==> config.mk <==
export PLATFORM = sky130hd
export DESIGN_NAME = alu_share_arbiter_flat
export DESIGN_NICKNAME = d
export VERILOG_FILES = /design/src/rtl/alu_share_arbiter_if.sv /design/src/rtl/alu_share_arbiter.sv /design/src/flat_wrapper.sv
export SDC_FILE = /design/constraint.sdc
export NUM_CORES = 1
export LEC_CHECK = 0
export CAP_MARGIN = 20
export CORE_MARGIN = 1.5
export CORE_UTILIZATION = 45
export CTS_BUF_LIST = sky130_fd_sc_hd__clkbuf_4 sky130_fd_sc_hd__clkbuf_8
export DETAILED_ROUTE_END_ITERATION = 10
export PLACE_DENSITY = 0.95
export SLEW_MARGIN = 40
export SYNTH_ARGS = -nofsm -noshare
export SYNTH_HDL_FRONTEND = slang
export SYNTH_SLANG_ARGS = --single-unit
export TNS_END_PERCENT = 5
==> constraint.sdc <==
create_clock -name CLK -period 4.6 [get_ports CLK]
set_input_delay 0.69 -clock CLK [delete_from_list [all_inputs] [get_ports CLK]]
set_output_delay 0.69 -clock CLK [all_outputs]
set_load 0.01 [all_outputs]
==> src/rtl/alu_share_arbiter_if.sv <==
// Bundle of request, response and ALU-side signals for alu_share_arbiter.
// The slave modport is the arbiter; the master modport is the control unit plus ALU.
interface alu_share_arbiter_if #(
  parameter int WIDTH = 32,
  parameter int OPW   = 3
);
  logic             Req0Valid;
  logic             Req0Ready;
  logic [WIDTH-1:0] Req0A;
  logic [WIDTH-1:0] Req0B;
  logic [OPW-1:0]   Req0Op;
  logic             Req1Valid;
  logic             Req1Ready;
  logic [WIDTH-1:0] Req1A;
  logic [WIDTH-1:0] Req1B;
  logic [OPW-1:0]   Req1Op;
  logic             Resp0Valid;
  logic             Resp1Valid;
  logic             RespAck0;
  logic             RespAck1;
  logic [WIDTH-1:0] RespResult;
  logic             RespZero;
  logic [WIDTH-1:0] AluA;
  logic [WIDTH-1:0] AluB;
  logic [OPW-1:0]   AluOp;
  logic [WIDTH-1:0] AluResult;
  logic             AluZero;
  logic             Busy;

  modport slave (
    input  Req0Valid, Req0A, Req0B, Req0Op,
    input  Req1Valid, Req1A, Req1B, Req1Op,
    input  RespAck0, RespAck1,
    input  AluResult, AluZero,
    output Req0Ready, Req1Ready,
    output Resp0Valid, Resp1Valid, RespResult, RespZero,
    output AluA, AluB, AluOp,
    output Busy
  );

  modport master (
    output Req0Valid, Req0A, Req0B, Req0Op,
    output Req1Valid, Req1A, Req1B, Req1Op,
    output RespAck0, RespAck1,
    output AluResult, AluZero,
    input  Req0Ready, Req1Ready,
    input  Resp0Valid, Resp1Valid, RespResult, RespZero,
    input  AluA, AluB, AluOp,
    input  Busy
  );
endinterface

==> src/rtl/alu_share_arbiter.sv <==
// Round-robin time-sharing of one combinational ALU between the execute datapath
// (port 0) and the PC/address-increment path (port 1), with a registered result.
module alu_share_arbiter #(
  parameter int WIDTH = 32,
  parameter int OPW   = 3
) (
  input  logic               CLK,
  input  logic               RST_n,
  alu_share_arbiter_if.slave bus
);

  localparam logic [1:0] ST_IDLE = 2'd0;
  localparam logic [1:0] ST_EXEC = 2'd1;
  localparam logic [1:0] ST_RESP = 2'd2;

  logic [1:0]       state_q, state_d;
  logic             ptr_q, ptr_d;
  logic             owner_q, owner_d;
  logic [WIDTH-1:0] alu_a_q, alu_a_d;
  logic [WIDTH-1:0] alu_b_q, alu_b_d;
  logic [OPW-1:0]   alu_op_q, alu_op_d;
  logic [WIDTH-1:0] resp_result_q, resp_result_d;
  logic             resp_zero_q, resp_zero_d;
  logic             resp0_valid_q, resp0_valid_d;
  logic             resp1_valid_q, resp1_valid_d;

  logic idle;
  logic grant0;
  logic grant1;
  logic accept0;
  logic accept1;
  logic owner_ack;

  // Ptr names the port that wins a tie; a lone requester always wins.
  always_comb begin
    idle      = (state_q == ST_IDLE);
    grant0    = bus.Req0Valid & (~bus.Req1Valid | ~ptr_q);
    grant1    = bus.Req1Valid & (~bus.Req0Valid |  ptr_q);
    accept0   = idle & grant0;
    accept1   = idle & grant1;
    owner_ack = owner_q ? bus.RespAck1 : bus.RespAck0;
  end

  always_comb begin
    state_d       = state_q;
    ptr_d         = ptr_q;
    owner_d       = owner_q;
    alu_a_d       = alu_a_q;
    alu_b_d       = alu_b_q;
    alu_op_d      = alu_op_q;
    resp_result_d = resp_result_q;
    resp_zero_d   = resp_zero_q;
    resp0_valid_d = resp0_valid_q;
    resp1_valid_d = resp1_valid_q;

    case (state_q)
      ST_IDLE: begin
        if (accept0 || accept1) begin
          state_d  = ST_EXEC;
          owner_d  = accept1;
          ptr_d    = ~accept1;
          alu_a_d  = accept1 ? bus.Req1A  : bus.Req0A;
          alu_b_d  = accept1 ? bus.Req1B  : bus.Req0B;
          alu_op_d = accept1 ? bus.Req1Op : bus.Req0Op;
        end
      end

      // Operands have been stable on the ALU for a full cycle; capture its outputs.
      ST_EXEC: begin
        state_d       = ST_RESP;
        resp_result_d = bus.AluResult;
        resp_zero_d   = bus.AluZero;
        if (owner_q) begin
          resp1_valid_d = 1'b1;
        end else begin
          resp0_valid_d = 1'b1;
        end
      end

      // Only the owning requester's ack releases the shared ALU.
      ST_RESP: begin
        if (owner_ack) begin
          state_d = ST_IDLE;
          if (owner_q) begin
            resp1_valid_d = 1'b0;
          end else begin
            resp0_valid_d = 1'b0;
          end
        end
      end

      default: begin
        state_d       = ST_IDLE;
        resp0_valid_d = 1'b0;
        resp1_valid_d = 1'b0;
      end
    endcase
  end

  always_ff @(posedge CLK or negedge RST_n) begin
    if (!RST_n) begin
      state_q       <= ST_IDLE;
      ptr_q         <= 1'b0;
      owner_q       <= 1'b0;
      alu_a_q       <= '0;
      alu_b_q       <= '0;
      alu_op_q      <= '0;
      resp_result_q <= '0;
      resp_zero_q   <= 1'b0;
      resp0_valid_q <= 1'b0;
      resp1_valid_q <= 1'b0;
    end else begin
      state_q       <= state_d;
      ptr_q         <= ptr_d;
      owner_q       <= owner_d;
      alu_a_q       <= alu_a_d;
      alu_b_q       <= alu_b_d;
      alu_op_q      <= alu_op_d;
      resp_result_q <= resp_result_d;
      resp_zero_q   <= resp_zero_d;
      resp0_valid_q <= resp0_valid_d;
      resp1_valid_q <= resp1_valid_d;
    end
  end

  assign bus.Req0Ready  = accept0;
  assign bus.Req1Ready  = accept1;
  assign bus.AluA       = alu_a_q;
  assign bus.AluB       = alu_b_q;
  assign bus.AluOp      = alu_op_q;
  assign bus.RespResult = resp_result_q;
  assign bus.RespZero   = resp_zero_q;
  assign bus.Resp0Valid = resp0_valid_q;
  assign bus.Resp1Valid = resp1_valid_q;
  assign bus.Busy       = ~idle;

  a_single_ready: assert property (@(posedge CLK) disable iff (!RST_n)
    !(bus.Req0Ready && bus.Req1Ready));

  a_single_resp: assert property (@(posedge CLK) disable iff (!RST_n)
    !(bus.Resp0Valid && bus.Resp1Valid));

endmodule

==> src/flat_wrapper.sv <==
// flat-port wrapper written by rule: the top's interface ports become plain ports
module alu_share_arbiter_flat 
#(
  parameter int WIDTH = 32,
  parameter int OPW   = 3
)
  (CLK, RST_n, bus_Req0Valid, bus_Req0A, bus_Req0B, bus_Req0Op, bus_Req1Valid, bus_Req1A, bus_Req1B, bus_Req1Op, bus_RespAck0, bus_RespAck1, bus_AluResult, bus_AluZero, bus_Req0Ready, bus_Req1Ready, bus_Resp0Valid, bus_Resp1Valid, bus_RespResult, bus_RespZero, bus_AluA, bus_AluB, bus_AluOp, bus_Busy);
  alu_share_arbiter_if #(.WIDTH(WIDTH), .OPW(OPW)) bus_i ();
  input  logic CLK;
  input  logic RST_n;
  input wire logic [$bits(bus_i.Req0Valid)-1:0] bus_Req0Valid;
  input wire logic [$bits(bus_i.Req0A)-1:0] bus_Req0A;
  input wire logic [$bits(bus_i.Req0B)-1:0] bus_Req0B;
  input wire logic [$bits(bus_i.Req0Op)-1:0] bus_Req0Op;
  input wire logic [$bits(bus_i.Req1Valid)-1:0] bus_Req1Valid;
  input wire logic [$bits(bus_i.Req1A)-1:0] bus_Req1A;
  input wire logic [$bits(bus_i.Req1B)-1:0] bus_Req1B;
  input wire logic [$bits(bus_i.Req1Op)-1:0] bus_Req1Op;
  input wire logic [$bits(bus_i.RespAck0)-1:0] bus_RespAck0;
  input wire logic [$bits(bus_i.RespAck1)-1:0] bus_RespAck1;
  input wire logic [$bits(bus_i.AluResult)-1:0] bus_AluResult;
  input wire logic [$bits(bus_i.AluZero)-1:0] bus_AluZero;
  output wire logic [$bits(bus_i.Req0Ready)-1:0] bus_Req0Ready;
  output wire logic [$bits(bus_i.Req1Ready)-1:0] bus_Req1Ready;
  output wire logic [$bits(bus_i.Resp0Valid)-1:0] bus_Resp0Valid;
  output wire logic [$bits(bus_i.Resp1Valid)-1:0] bus_Resp1Valid;
  output wire logic [$bits(bus_i.RespResult)-1:0] bus_RespResult;
  output wire logic [$bits(bus_i.RespZero)-1:0] bus_RespZero;
  output wire logic [$bits(bus_i.AluA)-1:0] bus_AluA;
  output wire logic [$bits(bus_i.AluB)-1:0] bus_AluB;
  output wire logic [$bits(bus_i.AluOp)-1:0] bus_AluOp;
  output wire logic [$bits(bus_i.Busy)-1:0] bus_Busy;
  assign bus_i.Req0Valid = bus_Req0Valid;
  assign bus_i.Req0A = bus_Req0A;
  assign bus_i.Req0B = bus_Req0B;
  assign bus_i.Req0Op = bus_Req0Op;
  assign bus_i.Req1Valid = bus_Req1Valid;
  assign bus_i.Req1A = bus_Req1A;
  assign bus_i.Req1B = bus_Req1B;
  assign bus_i.Req1Op = bus_Req1Op;
  assign bus_i.RespAck0 = bus_RespAck0;
  assign bus_i.RespAck1 = bus_RespAck1;
  assign bus_i.AluResult = bus_AluResult;
  assign bus_i.AluZero = bus_AluZero;
  assign bus_Req0Ready = bus_i.Req0Ready;
  assign bus_Req1Ready = bus_i.Req1Ready;
  assign bus_Resp0Valid = bus_i.Resp0Valid;
  assign bus_Resp1Valid = bus_i.Resp1Valid;
  assign bus_RespResult = bus_i.RespResult;
  assign bus_RespZero = bus_i.RespZero;
  assign bus_AluA = bus_i.AluA;
  assign bus_AluB = bus_i.AluB;
  assign bus_AluOp = bus_i.AluOp;
  assign bus_Busy = bus_i.Busy;
  alu_share_arbiter #(.WIDTH(WIDTH), .OPW(OPW)) u_core (.CLK(CLK), .RST_n(RST_n), .bus(bus_i));
endmodule
; ---- After elaboration in Yosys (flattened, before gate mapping)
; Cells that the tools add are included.
[word_totals]
in_bits = 173
out_inout_bits = 105
word_cells = 50
reg_bits = 106
[op_classes]
bitwise = 11
n_mux = 15
reduce_logical = 6
eq_ne = 8
[ops]
columns = operator, n
row1 = $mux 32, 2
row2 = $reduce_and 4->1, 2
row3 = $mux 1, 7
row4 = $ne 2x1->1 const B, 3
row5 = $ne 2x2->1 const B, 3
row6 = $pmux 1 s3, 2
row7 = $pmux 2 s3, 1
row8 = $not 1->1, 5
row9 = $and 1x1->1, 4
row10 = $mux 2, 2
row11 = $reduce_and 2->1, 2
row12 = $mux 3, 1
row13 = $eq 2x1->1 const B, 1
row14 = $eq 2x2->1 const B, 1
row15 = $logic_not 2->1, 1
row16 = $or 1x1->1, 2
row17 = $logic_or 1x1->1, 1

; ---- Longest topological paths before layout
; Gate-level depths: netlist of the first run.
[depth]
ltp_word = 7
depth_mapped = 6

; ---- Worst setup path after synthesis of the first run
; No wires, ideal clock.
[synth_path]
path_kind = input-to-output
start = input port bus_Req1Valid
end = output port bus_Req0Ready
path_slack_ns = 2.360
arrival_time_ns = 1.550
cell_stages = 4
cell_sequence = buf_2 > clkbuf_1 > clkbuf_1 > a21oi_1
[synth_between]
elab_chain_cells = 4
[synth_rtl]
columns = item, line_no
row1 = from (decl), flat_wrapper.sv:15  ; input wire logic [$bits(bus_i.Req1Valid)-1:0] bus_Req1Valid;
row2 = $not 1->1, alu_share_arbiter.sv:37  ; grant0 = bus.Req0Valid & (~bus.Req1Valid | ~ptr_q);
row3 = $or 1x1->1, alu_share_arbiter.sv:37
row4 = $and 1x1->1, alu_share_arbiter.sv:37
row5 = $and 1x1->1, alu_share_arbiter.sv:39  ; accept0 = idle & grant0;
row6 = to (decl), flat_wrapper.sv:23  ; output wire logic [$bits(bus_i.Req0Ready)-1:0] bus_Req0Ready;
; Every way passes these cells.

; ---- Worst setup path in the final report of the first run
[layout_path]
start = input port bus_Req0Valid
end = output port bus_Req1Ready
[layout_between]
elab_chain_cells = 4
[layout_rtl]
columns = item, line_no
row1 = from (decl), flat_wrapper.sv:11  ; input wire logic [$bits(bus_i.Req0Valid)-1:0] bus_Req0Valid;
row2 = $not 1->1, alu_share_arbiter.sv:38  ; grant1 = bus.Req1Valid & (~bus.Req0Valid | ptr_q);
row3 = $or 1x1->1, alu_share_arbiter.sv:38
row4 = $and 1x1->1, alu_share_arbiter.sv:38
row5 = $and 1x1->1, alu_share_arbiter.sv:40  ; accept1 = idle & grant1;
row6 = to (decl), flat_wrapper.sv:24  ; output wire logic [$bits(bus_i.Req1Ready)-1:0] bus_Req1Ready;
; Every way passes these cells.

==> flow_summary_export.csv, run 1 <==
group,metric,value,unit
worst_hold_path,hold_path_class,"primary input to asynchronous set/reset pin",
logic_synthesis,syn_nets,659,
power,p_leak,3.400,nW
floorplan,ios,278,
logic_synthesis,synth_most_common_cell,"dfrtp_1",
route,num_vias,5078,
power,vdd_drop_max,302.8,µV
clocking,root_buffer,"clkbuf_8",
logic_synthesis,synthXorXnorAreaFrac,0,%
clocking,ctsHoldBuffers,0,
cells_and_area,fin_cells,878,
power,p_per_area,632.0,nW/µm²
outcome,outcome,"finished, final reports clean",
cells_and_area,utilization,70.73,%
route,initialDrtViolationCount,334,
global_routing,gr-total-overflow,0,
logic_synthesis,synthMuxAreaShare,6.710,%
timing,tns,0,ns
global_routing,grt_use_total,26.29,%
run,maxCapViolCount,0,
power,power.total,5.369,mW
timing,max_slew_margin,43.62,%
cells_and_area,finalNetCount,899,
route,viasPerCell,5.784,
cells_and_area,multi_input_area,2355,µm²
logic_synthesis,synth_top_family_by_area,"compound AO/OA/AOI/OAI gates",
route,route.detailed.drc,0,
global_routing,grt_max_degree,71,
logic_synthesis,synth_top_area_share,47.90,%
critical_path,crit_path_max_fanout,32,
cells_and_area,syn_to_final_growth,53.41,%
place,gp_congestion,0.7665,
logic_synthesis,yosys.area_share.simple,8.608,%
logic_synthesis,synth_top_area_cell,"dfrtp_1",
timing,setup_viol,0,
route,totalWireLength,17.28,mm
floorplan,start_util,46.10,%
timing,layout_min_cycle_time,3.346,ns
critical_path,worst-setup-path-type,"primary input to output port",
logic_synthesis,synthFlopType,"dfrtp_1",
logic_synthesis,ys_seq_area_share,47.90,%
logic_synthesis,synth.area.top_cells,"dfrtp_1 48%, o311ai_2 20%, nand4_1 7.6%, mux2_1 5.9%, inv_1 4.7%",
clocking,cts_max_level,3,
cells_and_area,seqCellArea,2653,µm²
timing,whs,0.3168,ns
route,routed.top_layer,"met4",
logic_synthesis,synth_compound_area_share,26.80,%
clocking,clock-sinks,106,
clocking,cts_buffer_depth,2,
global_routing,grt_pass1_vias,5235,
route,wl_per_cell,19.68,µm
floorplan,die_h,113.9,µm
critical_path,cp-start-kind,"primary input",
logic_synthesis,ys_types,23,
place,placed_cells,862,
route,drt_pass1_iterations,5,
floorplan,row_count,40,
timing,final-hold-violation-count,0,
place,place_hpwl,12.11,mm
clocking,clk_pin_slew,0.10,ns
floorplan,die_area,12980,µm²
floorplan,core-area,12010,µm²
clocking,post-cts-setup-buffer-count,0,
timing,finalCritPeriodShare,72.74,%
critical_path,arrival,2.66,ns
clocking,insertion_delay,0.36,ns
route,ant_nets,0,
cells_and_area,fill_cells,833,
cells_and_area,num_antenna_cells,0,
cells_and_area,drive_above_1_share,14.09,%
clocking,cts_resized,0,
global_routing,antenna_found_initial,0,
timing,fmax,298.8,MHz
logic_synthesis,syn_inst,486,
logic_synthesis,ys_seq_elements,106,
logic_synthesis,synth-edff-count,0,
route,met1_length,6.497,mm
clocking,cts_tree,"done",
clocking,numCtsBuffers,9,
timing,rsz0062_at_grt,"false",
logic_synthesis,ys.warnings.count,0,
logic_synthesis,syn_avg_cell_area,11.39,µm²
timing,worst_pin_slew,0.8457,ns
floorplan,dieWidth,113.9,µm
place,portBuffers,277,
timing,slew_viol_final,0,
logic_synthesis,synth_fa_ha_area_share,0,%
route,wl_met3,1.342,mm
global_routing,grt_pass1_wl,26.67,mm
logic_synthesis,async_reset_ff_share,100.0,%
route,wl_met2,8.984,mm
timing,skew,0.01304,ns
critical_path,crit_required,3.91,ns
critical_path,cp-end-kind,"output port",
logic_synthesis,syn-cell-area,5538,µm²
logic_synthesis,ys_top_cells_by_count,"106 x dfrtp_1, 69 x inv_1, 67 x nand4_1, 67 x o311ai_2, 51 x o21ai_0",
worst paths after layout:
path,from,end,slack (ns),cells past startpoint
max in group asynchronous,RST_n,u_core.bus.AluB[8],3.32,2
setup / recovery,bus_Req0Valid,bus_Req1Ready,1.25,4
setup reg to reg,u_core.state_q[0],u_core.bus.AluA[31],2.26,4
hold / removal,RST_n,u_core.bus.RespResult[10],0.32,1
hold reg to reg,u_core.bus.RespResult[9],u_core.bus.RespResult[9],0.50,1
min in group CLK,u_core.bus.RespResult[9],u_core.bus.RespResult[9],0.50,1
placed cells by master (no fill, tap or decap):
cell,Yosys,final
a21o_1,2,2
a21oi_1,6,6
and3_4,0,1
buf_2,12,1
buf_4,1,7
buf_6,8,2
bufinv_16,0,1
clkbuf_4,0,1
clkbuf_8,0,10
clkdlybuf4s50_1,0,275
clkinv_2,0,1
clkinv_4,0,2
dfrtp_1,106,106
inv_1,69,69
inv_4,0,1
inv_6,0,1
mux2_1,29,29
mux2_2,4,4
nand2_1,2,2
nand2b_1,4,3
nand2b_2,0,1
nand4_1,67,67
nor2_1,2,1
nor2_4,1,2
o21ai_0,51,51
o21ai_1,17,17
o21ai_4,0,1
o311ai_2,67,67
registers in the layout, summed over array words and instances (netlist names):
name and flops:
u_core.bus.AluA 32, u_core.bus.AluB 32, u_core.bus.AluOp 3, u_core.bus.Resp0Valid 1, u_core.bus.Resp1Valid 1, u_core.bus.RespResult 32
u_core.bus.RespZero 1, u_core.owner_q 1, u_core.ptr_q 1, u_core.state_q 2
layout make-up:
class / instances / area share, %
repair buffers: 285 / 33.34
multi-input cells: 254 / 27.72
flip-flops and latches: 106 / 31.22
clock buffers: 11 / 1.708
inverters: 70 / 3.122
well taps: 147 / 2.165
clock inverters: 5 / 0.7216
logic make-up (layout without fill, tap and decap cells):
logic type / after synthesis / after routing
mux: 33 / 33
flops: 106 / 106
compound gates: 144 / 144
buf+inv: 126 / 371
simple gates: 77 / 77
per-layer routing:
| metal | vias up | track usage (%) |
|---|---|---|
| met4 | 0 | 10.50 |
| met2 | 266 | 47.71 |
| li1 | 2272 | - |
| met1 | 2505 | 30.17 |
| met3 | 35 | 5.579 |
| met5 | - | 0 |
worst max-delay path, stage by stage:
cell and delay (ns):
clkdlybuf4s50_1 0.57, nand2b_2 0.15, and3_4 0.58, clkdlybuf4s50_1 0.66
power by group:
group | switching, mW | internal, mW
sequential | 0.279 | 1.42
clock | 0.322 | 0.276
combinational | 1.50 | 1.57
total | 2.10 | 3.27
stage by stage:
step | setup WS, ns | area, µm²
floorplan | 2.360 | 5538
global placement | 1.297 | 8279
detailed placement | 1.253 | 8285
CTS | 1.248 | 8492
global route | 1.105 | 8496
finish | 1.254 | 8496
(Power assumes the default switching activity.)
==> inputs of run 2 (changes only) <==
--- a/config.mk
+++ b/config.mk
@@ -7,10 +7,10 @@
 export LEC_CHECK = 0
 export CAP_MARGIN = 20
 export CORE_MARGIN = 1.5
-export CORE_UTILIZATION = 45
+export CORE_UTILIZATION = 42
 export CTS_BUF_LIST = sky130_fd_sc_hd__clkbuf_4 sky130_fd_sc_hd__clkbuf_8
 export DETAILED_ROUTE_END_ITERATION = 10
-export PLACE_DENSITY = 0.95
+export PLACE_DENSITY = 0.92
 export SLEW_MARGIN = 40
 export SYNTH_ARGS = -nofsm -noshare
 export SYNTH_HDL_FRONTEND = slang
==> constraint.sdc (replaced) <==
create_clock -name CLK -period 3.16 [get_ports CLK]
set_input_delay 0.474 -clock CLK [delete_from_list [all_inputs] [get_ports CLK]]
set_output_delay 0.474 -clock CLK [all_outputs]
set_load 0.01 [all_outputs]
==> run 2 against run 1 <==
- first-iteration DRC count shrank 31%
- clock power grew 48%
- global-route usage down 1.6 points
==> flow_summary_export.csv, run 2 (synthesis gave the netlist of run 1 again) <==
group,metric,value,unit
clocking,ctsHoldBuffers,0,
floorplan,row_count,41,
global_routing,antenna_found_initial,0,
floorplan,die_area,13880,µm²
floorplan,ios,278,
clocking,clock-sinks,106,
critical_path,arrival,1.96,ns
floorplan,start_util,43.53,%
clocking,cts_max_level,3,
power,vdd_drop_max,515.9,µV
global_routing,grt_max_degree,70,
floorplan,die_h,117.8,µm
critical_path,critPathMaxStageDelay,0.58,ns
critical_path,path_buf_inv,2,
critical_path,r2r.worst_path.cells,6,
route,num_vias,5068,
critical_path,path_cells,"clkdlybuf4s50_1, nand2b_2, and3_4, clkdlybuf4s50_1",
floorplan,core-area,12720,µm²
clocking,cts_buffer_depth,2,
clocking,post-cts-setup-buffer-count,0,
critical_path,path_common_cell,"clkdlybuf4s50_1",
power,p_per_area,911.2,nW/µm²
outcome,outcome,"finished, final reports clean",
route,totalWireLength,17.18,mm
route,ant_nets,0,
critical_path,crit_path_max_fanout,5,
critical_path,rr_startpoint,"u_core.state_q[1]",
timing,max_slew_margin,50.20,%
cells_and_area,drive_above_1_share,14.56,%
route,drt_pass1_iterations,6,
critical_path,cp-start-kind,"primary input",
route,viasPerCell,5.588,
global_routing,grt_pass1_wl,27.85,mm
global_routing,grt-busiest-layer,"met2",
global_routing,gr-total-overflow,0,
timing,final-hold-violation-count,0,
critical_path,cp-end-kind,"output port",
timing,rsz0062_at_grt,"false",
critical_path,startpoint,"bus_Req0Valid",
timing,setup_viol,0,
cells_and_area,num_antenna_cells,0,
critical_path,slowest_stage,"clkdlybuf4s50_1",
cells_and_area,layout_commonest_cell,"clkdlybuf4s50_1",
run,maxCapViolCount,0,
clocking,insertion_delay,0.37,ns
timing,tns,0,ns
critical_path,cp_top_family,"buffers and inverters",
power,p_leak,3.421,nW
critical_path,worst-setup-path-type,"primary input to output port",
global_routing,grt_use_total,24.70,%
global_routing,grt_util_met3,5.184,%
global_routing,grt_pass1_vias,5278,
global_routing,use_met2,42.21,%
critical_path,crit_required,2.69,ns
cells_and_area,finalNetCount,903,
clocking,cts_tree,"done",
timing,whs,0.1150,ns
timing,worst_pin_slew,0.7469,ns
timing,skew,0.01428,ns
critical_path,path_depth,4,
clocking,numCtsBuffers,9,
clocking,cts_resized,0,
place,gp_congestion,0.7755,
cells_and_area,final_cell_mix,"275 x clkdlybuf4s50_1, 106 x dfrtp_1, 69 x inv_1, 67 x nand4_1, 67 x o311ai_2",
route,initialDrtViolationCount,232,
route,wl_per_cell,18.94,µm
timing,finalCritPeriodShare,77.08,%
worst_hold_path,hold_path_class,"primary input to asynchronous set/reset pin",
route,route.detailed.drc,0,
cells_and_area,syn_to_final_growth,55.06,%
timing,layout_min_cycle_time,2.436,ns
timing,slew_viol_final,0,
place,place_hpwl,11.99,mm
global_routing,gr-usage-met1,30.58,%
clocking,clk_pin_slew,0.12,ns
clocking,root_buffer,"clkbuf_8",
floorplan,dieWidth,117.8,µm
place,portBuffers,277,
timing,fmax,410.5,MHz
-- run 2: changes by cell type in the layout (fill, tap and decap cells not counted), moves of 2 or more --
cell and delta:
buf_12 +3, buf_4 +3, buf_6 -2, clkinvlp_4 +2, inv_8 +2
-- run 2: layout make-up --
class / count / area (µm²)
Fill cell: 988 / 4135
Timing Repair Buffer: 289 / 2893
Sequential cell: 106 / 2653
Multi-Input combinational cell: 254 / 2355
Inverter: 70 / 262.8
Tap cell: 172 / 215.2
Clock buffer: 9 / 123.9
Clock inverter: 7 / 85.08
-- run 2: worst paths after layout --
path / endpoint / slack [ns]
min in group CLK: u_core.bus.RespResult[16] / 0.50
max: bus_Req1Ready / 0.72
max in group asynchronous: u_core.bus.RespResult[10] / 2.27
max reg2reg: u_core.bus.AluA[0] / 1.05
min: u_core.bus.RespResult[23] / 0.11
min reg2reg: u_core.bus.RespResult[16] / 0.50
-- run 2: per-stage QoR --
stage	cell area, µm²	utilization (%)	std cells	setup WS, ns	power, mW
after floorplan	5538	-	486	1.352	4.877
after global placement	8378	65.85	891	0.7225	6.789
after detailed placement	8378	65.85	891	0.7238	6.999
after CTS	8587	67.50	907	0.7184	7.897
after global routing	8587	67.50	907	0.6159	8.283
final	8587	67.50	907	0.7241	7.824
-- run 2: power breakdown --
group	total, mW	internal, mW	leakage, nW	switching [mW]
Combinational	4.49	2.32	2.06	2.17
Sequential	2.45	2.07	1.26	0.380
Clock	0.886	0.382	0.0999	0.504
Total	7.82	4.77	3.42	3.06
-- run 2: layer usage --
layer,routed length [µm],up-vias
li1,-,2293
met1,6735,2473
met2,8656,266
met3,1336,36
met4,452,0
met5,0,-
==> inputs of run 3 (changes only) <==
--- a/config.mk
+++ b/config.mk
@@ -7,10 +7,10 @@
 export LEC_CHECK = 0
 export CAP_MARGIN = 20
 export CORE_MARGIN = 1.5
-export CORE_UTILIZATION = 42
+export CORE_UTILIZATION = 38
 export CTS_BUF_LIST = sky130_fd_sc_hd__clkbuf_4 sky130_fd_sc_hd__clkbuf_8
 export DETAILED_ROUTE_END_ITERATION = 10
-export PLACE_DENSITY = 0.92
+export PLACE_DENSITY = 0.88
 export SLEW_MARGIN = 40
 export SYNTH_ARGS = -nofsm -noshare
 export SYNTH_HDL_FRONTEND = slang
==> constraint.sdc (replaced) <==
create_clock -name CLK -period 2.05 [get_ports CLK]
set_input_delay 0.3075 -clock CLK [delete_from_list [all_inputs] [get_ports CLK]]
set_output_delay 0.3075 -clock CLK [all_outputs]
set_load 0.01 [all_outputs]
==> run 3 against run 2 <==
- critical path depth did not move
- register-to-register slack got worse by 0.72 ns
- combinational power rose by 56%
- critical endpoint is now bus_Req0Ready
==> flow_summary_export.csv, run 3 (synthesis gave the netlist of run 1 again) <==
group,metric,value,unit
critical_path,crit_path_max_fanout,5,
cells_and_area,final_cell_mix,"272 x clkdlybuf4s50_1, 105 x dfrtp_1, 69 x inv_1, 67 x nand4_1, 67 x o311ai_2",
cells_and_area,drive_above_1_share,15.36,%
global_routing,gr-total-overflow,0,
global_routing,grt_max_degree,70,
clocking,insertion_delay,0.37,ns
clocking,cts_max_level,3,
route,drt_pass1_iterations,6,
place,portBuffers,277,
route,route.detailed.drc,0,
timing,skew,0.01045,ns
critical_path,crit_required,1.74,ns
place,gp_congestion,0.7635,
power,switchingPower,4.661,mW
power,power.total,12.25,mW
clocking,root_buffer,"clkbuf_8",
timing,max_slew_margin,50.38,%
timing,worst_pin_slew,0.7444,ns
power,vdd_drop_max,612.7,µV
cells_and_area,num_antenna_cells,0,
route,wl_met3,1.482,mm
outcome,outcome,"finished, final reports clean",
floorplan,die_h,123.7,µm
route,routed.top_layer,"met4",
clocking,cts_tree,"done",
route,viasPerCell,5.486,
power,p_int,7.587,mW
clocking,numCtsBuffers,9,
timing,slew_viol_final,0,
critical_path,cp_top_family,"flip-flops",
critical_path,path_buf_inv,1,
critical_path,path_cells,"nor2_4, nand2_1, a21oi_1, dlygate4sd2_1",
timing,layout_min_cycle_time,1.827,ns
route,num_vias,5058,
cells_and_area,fill_cells,1156,
route,initialDrtViolationCount,328,
route,wl_per_cell,18.37,µm
timing,rsz0062_at_grt,"false",
route,wl_met2,8.419,mm
timing,setup_viol,0,
power,pwr-share-comb,57.1,%
power,p_per_area,1406,nW/µm²
power,switching_share,38.06,%
timing,fmax,547.2,MHz
timing,final-hold-violation-count,0,
cells_and_area,finalNetCount,910,
global_routing,grt_use_total,22.23,%
worst_hold_path,hold_path_class,"primary input to asynchronous set/reset pin",
critical_path,arrival,1.52,ns
global_routing,grt_pass1_wl,26.16,mm
route,ant_nets,0,
floorplan,row_count,43,
run,maxCapViolCount,0,
timing,finalCritPeriodShare,89.15,%
power,pwr-share-seq,30.7,%
clocking,clock-sinks,106,
clocking,cts_buffer_depth,2,
global_routing,antenna_found_initial,0,
route,totalWireLength,16.94,mm
critical_path,cp-end-kind,"output port",
critical_path,rr_startpoint,"u_core.state_q[1]",
cells_and_area,layout_commonest_cell,"clkdlybuf4s50_1",
critical_path,slowest_stage,"dfrtp_2",
floorplan,core-area,14040,µm²
floorplan,ios,278,
power,pwr-share-clk,12.2,%
clocking,clk_pin_slew,0.11,ns
critical_path,worst-setup-path-type,"flip-flop to output port",
timing,setup_slack,0.2225,ns
critical_path,cp-start-kind,"flip-flop",
global_routing,grt_pass1_vias,5203,
place,place_hpwl,11.87,mm
place,dp_slack,-0.008576,ns
floorplan,dieWidth,123.7,µm
critical_path,startpoint,"u_core.state_q[1]",
floorplan,start_util,39.44,%
floorplan,die_area,15310,µm²
power,p_leak,3.490,nW
critical_path,critPathMaxStageDelay,0.46,ns
route,met1_length,6.484,mm
cells_and_area,syn_to_final_growth,57.28,%
==> run 3: routing by layer <==
layer  vias to the layer above  track usage, %
met5                         -               0
met4                         0           10.20
met3                        36           6.044
met2                       218           39.19
met1                      2503           24.97
li1                       2301               -
==> run 3: cell type report <==
type / count / area (µm²) / share of cell area, %
sequential: 106 / 2654 / 30.47
clock buffer: 10 / 137.6 / 1.580
timing repair buffer: 296 / 2982 / 34.23
clock inverter: 6 / 93.84 / 1.077
inverter: 70 / 262.8 / 3.017
tap: 180 / 225.2 / 2.586
multi-input combinational: 254 / 2355 / 27.04
==> run 3: what timing repair did <==
action,in CTS,in global routing
setup endpoints to repair,3,0
gates resized for setup,4,0
hold buffers,1,0
hold endpoints to repair,30,0
setup buffers,0,0
==> run 3: power by group through the flow <==
stage          clock (mW)  sequential [mW]  combinational, mW
2_1_floorplan           0             4.24               3.28
3_3_place_gp            0             3.75               6.93
3_5_place_dp            0             3.83               7.06
4_1_cts              1.55             3.78               7.07
5_1_grt              1.64             3.91               7.53
6_report             1.50             3.76               6.99
==> run 3: through the flow <==
step	std cells	hold slack (ns)	cell area, µm²	utilization [%]	TNS (ns)
after detailed placement	905	0.3056	8471	60.32	-0.01210
after global placement	905	0.3066	8471	60.32	-0.003671
final	922	0.4319	8710	62.02	0
after CTS	922	0.4258	8710	62.02	0
after floorplan	486	0.01191	5538	-	0
after global routing	922	0.4514	8710	62.02	0
==> run 3: path summary, 6_finish.rpt <==
path | depth (start not counted) | slack [ns] | end
worst min register to register | 1 | 0.50 | u_core.bus.RespResult[15]
max in group asynchronous | 3 | 1.04 | u_core.bus.AluB[6]
worst max register to register | 6 | 0.33 | u_core.bus.AluA[27]
worst min-delay path | 2 | 0.43 | u_core.bus.AluB[21]
min in group CLK | 1 | 0.50 | u_core.bus.RespResult[15]
worst max-delay path | 4 | 0.22 | bus_Req0Ready
==> RTL edit: new RTL, config.mk and constraints of run 3 <==
`OPW` is set to 3 in 3 places; all go to 2.
--- a/src/rtl/alu_share_arbiter_if.sv
+++ b/src/rtl/alu_share_arbiter_if.sv
@@ -4,3 +4,3 @@
   parameter int WIDTH = 32,
-  parameter int OPW   = 3
+  parameter int OPW   = 2
 );
--- a/src/rtl/alu_share_arbiter.sv
+++ b/src/rtl/alu_share_arbiter.sv
@@ -4,3 +4,3 @@
   parameter int WIDTH = 32,
-  parameter int OPW   = 3
+  parameter int OPW   = 2
 ) (
--- a/src/flat_wrapper.sv
+++ b/src/flat_wrapper.sv
@@ -4,3 +4,3 @@
   parameter int WIDTH = 32,
-  parameter int OPW   = 3
+  parameter int OPW   = 2
 )
Ports: changed (resized bus_AluOp, bus_Req0Op and bus_Req1Op); port bits go from 278 to 275. No check against the original RTL was run, so the function may have changed too.
==> RTL edit against run 3 <==
- sequential share of layout area increased by 2.0 points
- worst setup slack got worse by 0.060 ns
- sequential cell count decreased by 1
- critical path depth unchanged
- combinational power decreased by 11%
- first-iteration DRC count increased by 11%
- fmax decreased by 3.2%
- cell area decreased by 7.1%
- total power decreased by 9.3%
- synthesized area decreased by 10%
- routed wire length decreased by 7.1%
- critical endpoint is now u_core.bus.AluB[9]$_DFFE_PN0P_
==> RTL edit: results (changes against run 3) <==
P_leak=0.00332 uW (was 0.00349 uW); global-route track usage on met1=26.3% (was 25.0%); met3 usage=4.70% (was 6.04%); CP top delay family=buffers and inverters (was flip-flops); pre-CTS setup slack=-0.0939 ns (was -0.00858 ns); DR pass1 iterations=5 (was 6); Critical Path Max Stage Delay=0.63 ns (was 0.46 ns); register area share after synthesis=52.7% (was 47.9%); Critical-path top delay cell=buf_4 (was dfrtp_2); first-pass GRT wire length=25.4 mm (was 26.2 mm); slew of the pin with the lowest slew margin=0.787 ns (was 0.744 ns); worst r2r dst=u_core.bus.AluB[9]$_DFFE_PN0P_ (was u_core.bus.AluA[27]$_DFFE_PN0P_); status=complete, no violations (unchanged); Comb power=6200 uW (was 6990 uW); clk_skew=0.0147 ns (was 0.0105 ns); largest net degree at the start of global routing=69 (was 70); Peak VDD IR=0.000890 V (was 0.000613 V); wl on met1=6.12 mm (was 6.48 mm); Tot GR Track Use=22.7% (was 22.2%); initial drt markers=365 (was 328); vias in the first global route=5106 (was 5203); total placed cells including tap cells=887 (was 905); fin crit share=92.1% (was 89.1%); CP max FO=68 (was 5); Netlist cell types=20 (was 23); routing usage on met2=40.3% (was 39.2%); Routed Wire Length=15.7 mm (was 16.9 mm); worst hold slack=0.489 ns (was 0.432 ns); CP Data Arrival Time=2.09 ns (was 1.52 ns); switching share of power=37.4% (was 38.1%); sequential power share=33.8% (was 30.7%); layout filler cell count=993 (was 1156); initial antenna violation count=1 (was 0)
RTL edit: what timing repair did:
action,CTS,global route
setup endpoints to repair,3,1
endpoints found under the hold margin,35,0
gates resized for setup,4,1
gates cloned,0,0
hold buffers,1,0
RTL edit: cell families after synthesis:
kind of cell / Yosys count / synth area share, %
AOI/OAI and AO/OA: 142 / 20.4
DFF: 105 / 52.7
muxes: 33 / 7.45
buffers and inverters: 124 / 10.0
and+or+nand+nor: 76 / 9.44
RTL edit: final cells by class:
cell class | count | area, um^2 | area share [%]
sequential | 105 | 2630 | 32.5
antenna | 1 | 2.50 | 0.0309
clock inverter | 3 | 17.5 | 0.217
clock buffer | 12 | 153 | 1.89
inverter | 69 | 262 | 3.23
timing repair buffer | 291 | 2930 | 36.2
tap | 172 | 215 | 2.66
multi-input combinational | 251 | 1880 | 23.3
RTL edit: through the flow:
stage	instance area, um^2	total power (uW)
CTS	8080	11200
global route	8090	11800
global placement	7850	9740
finish	8090	11100
floorplan	4990	6770
detailed placement	7900	10000
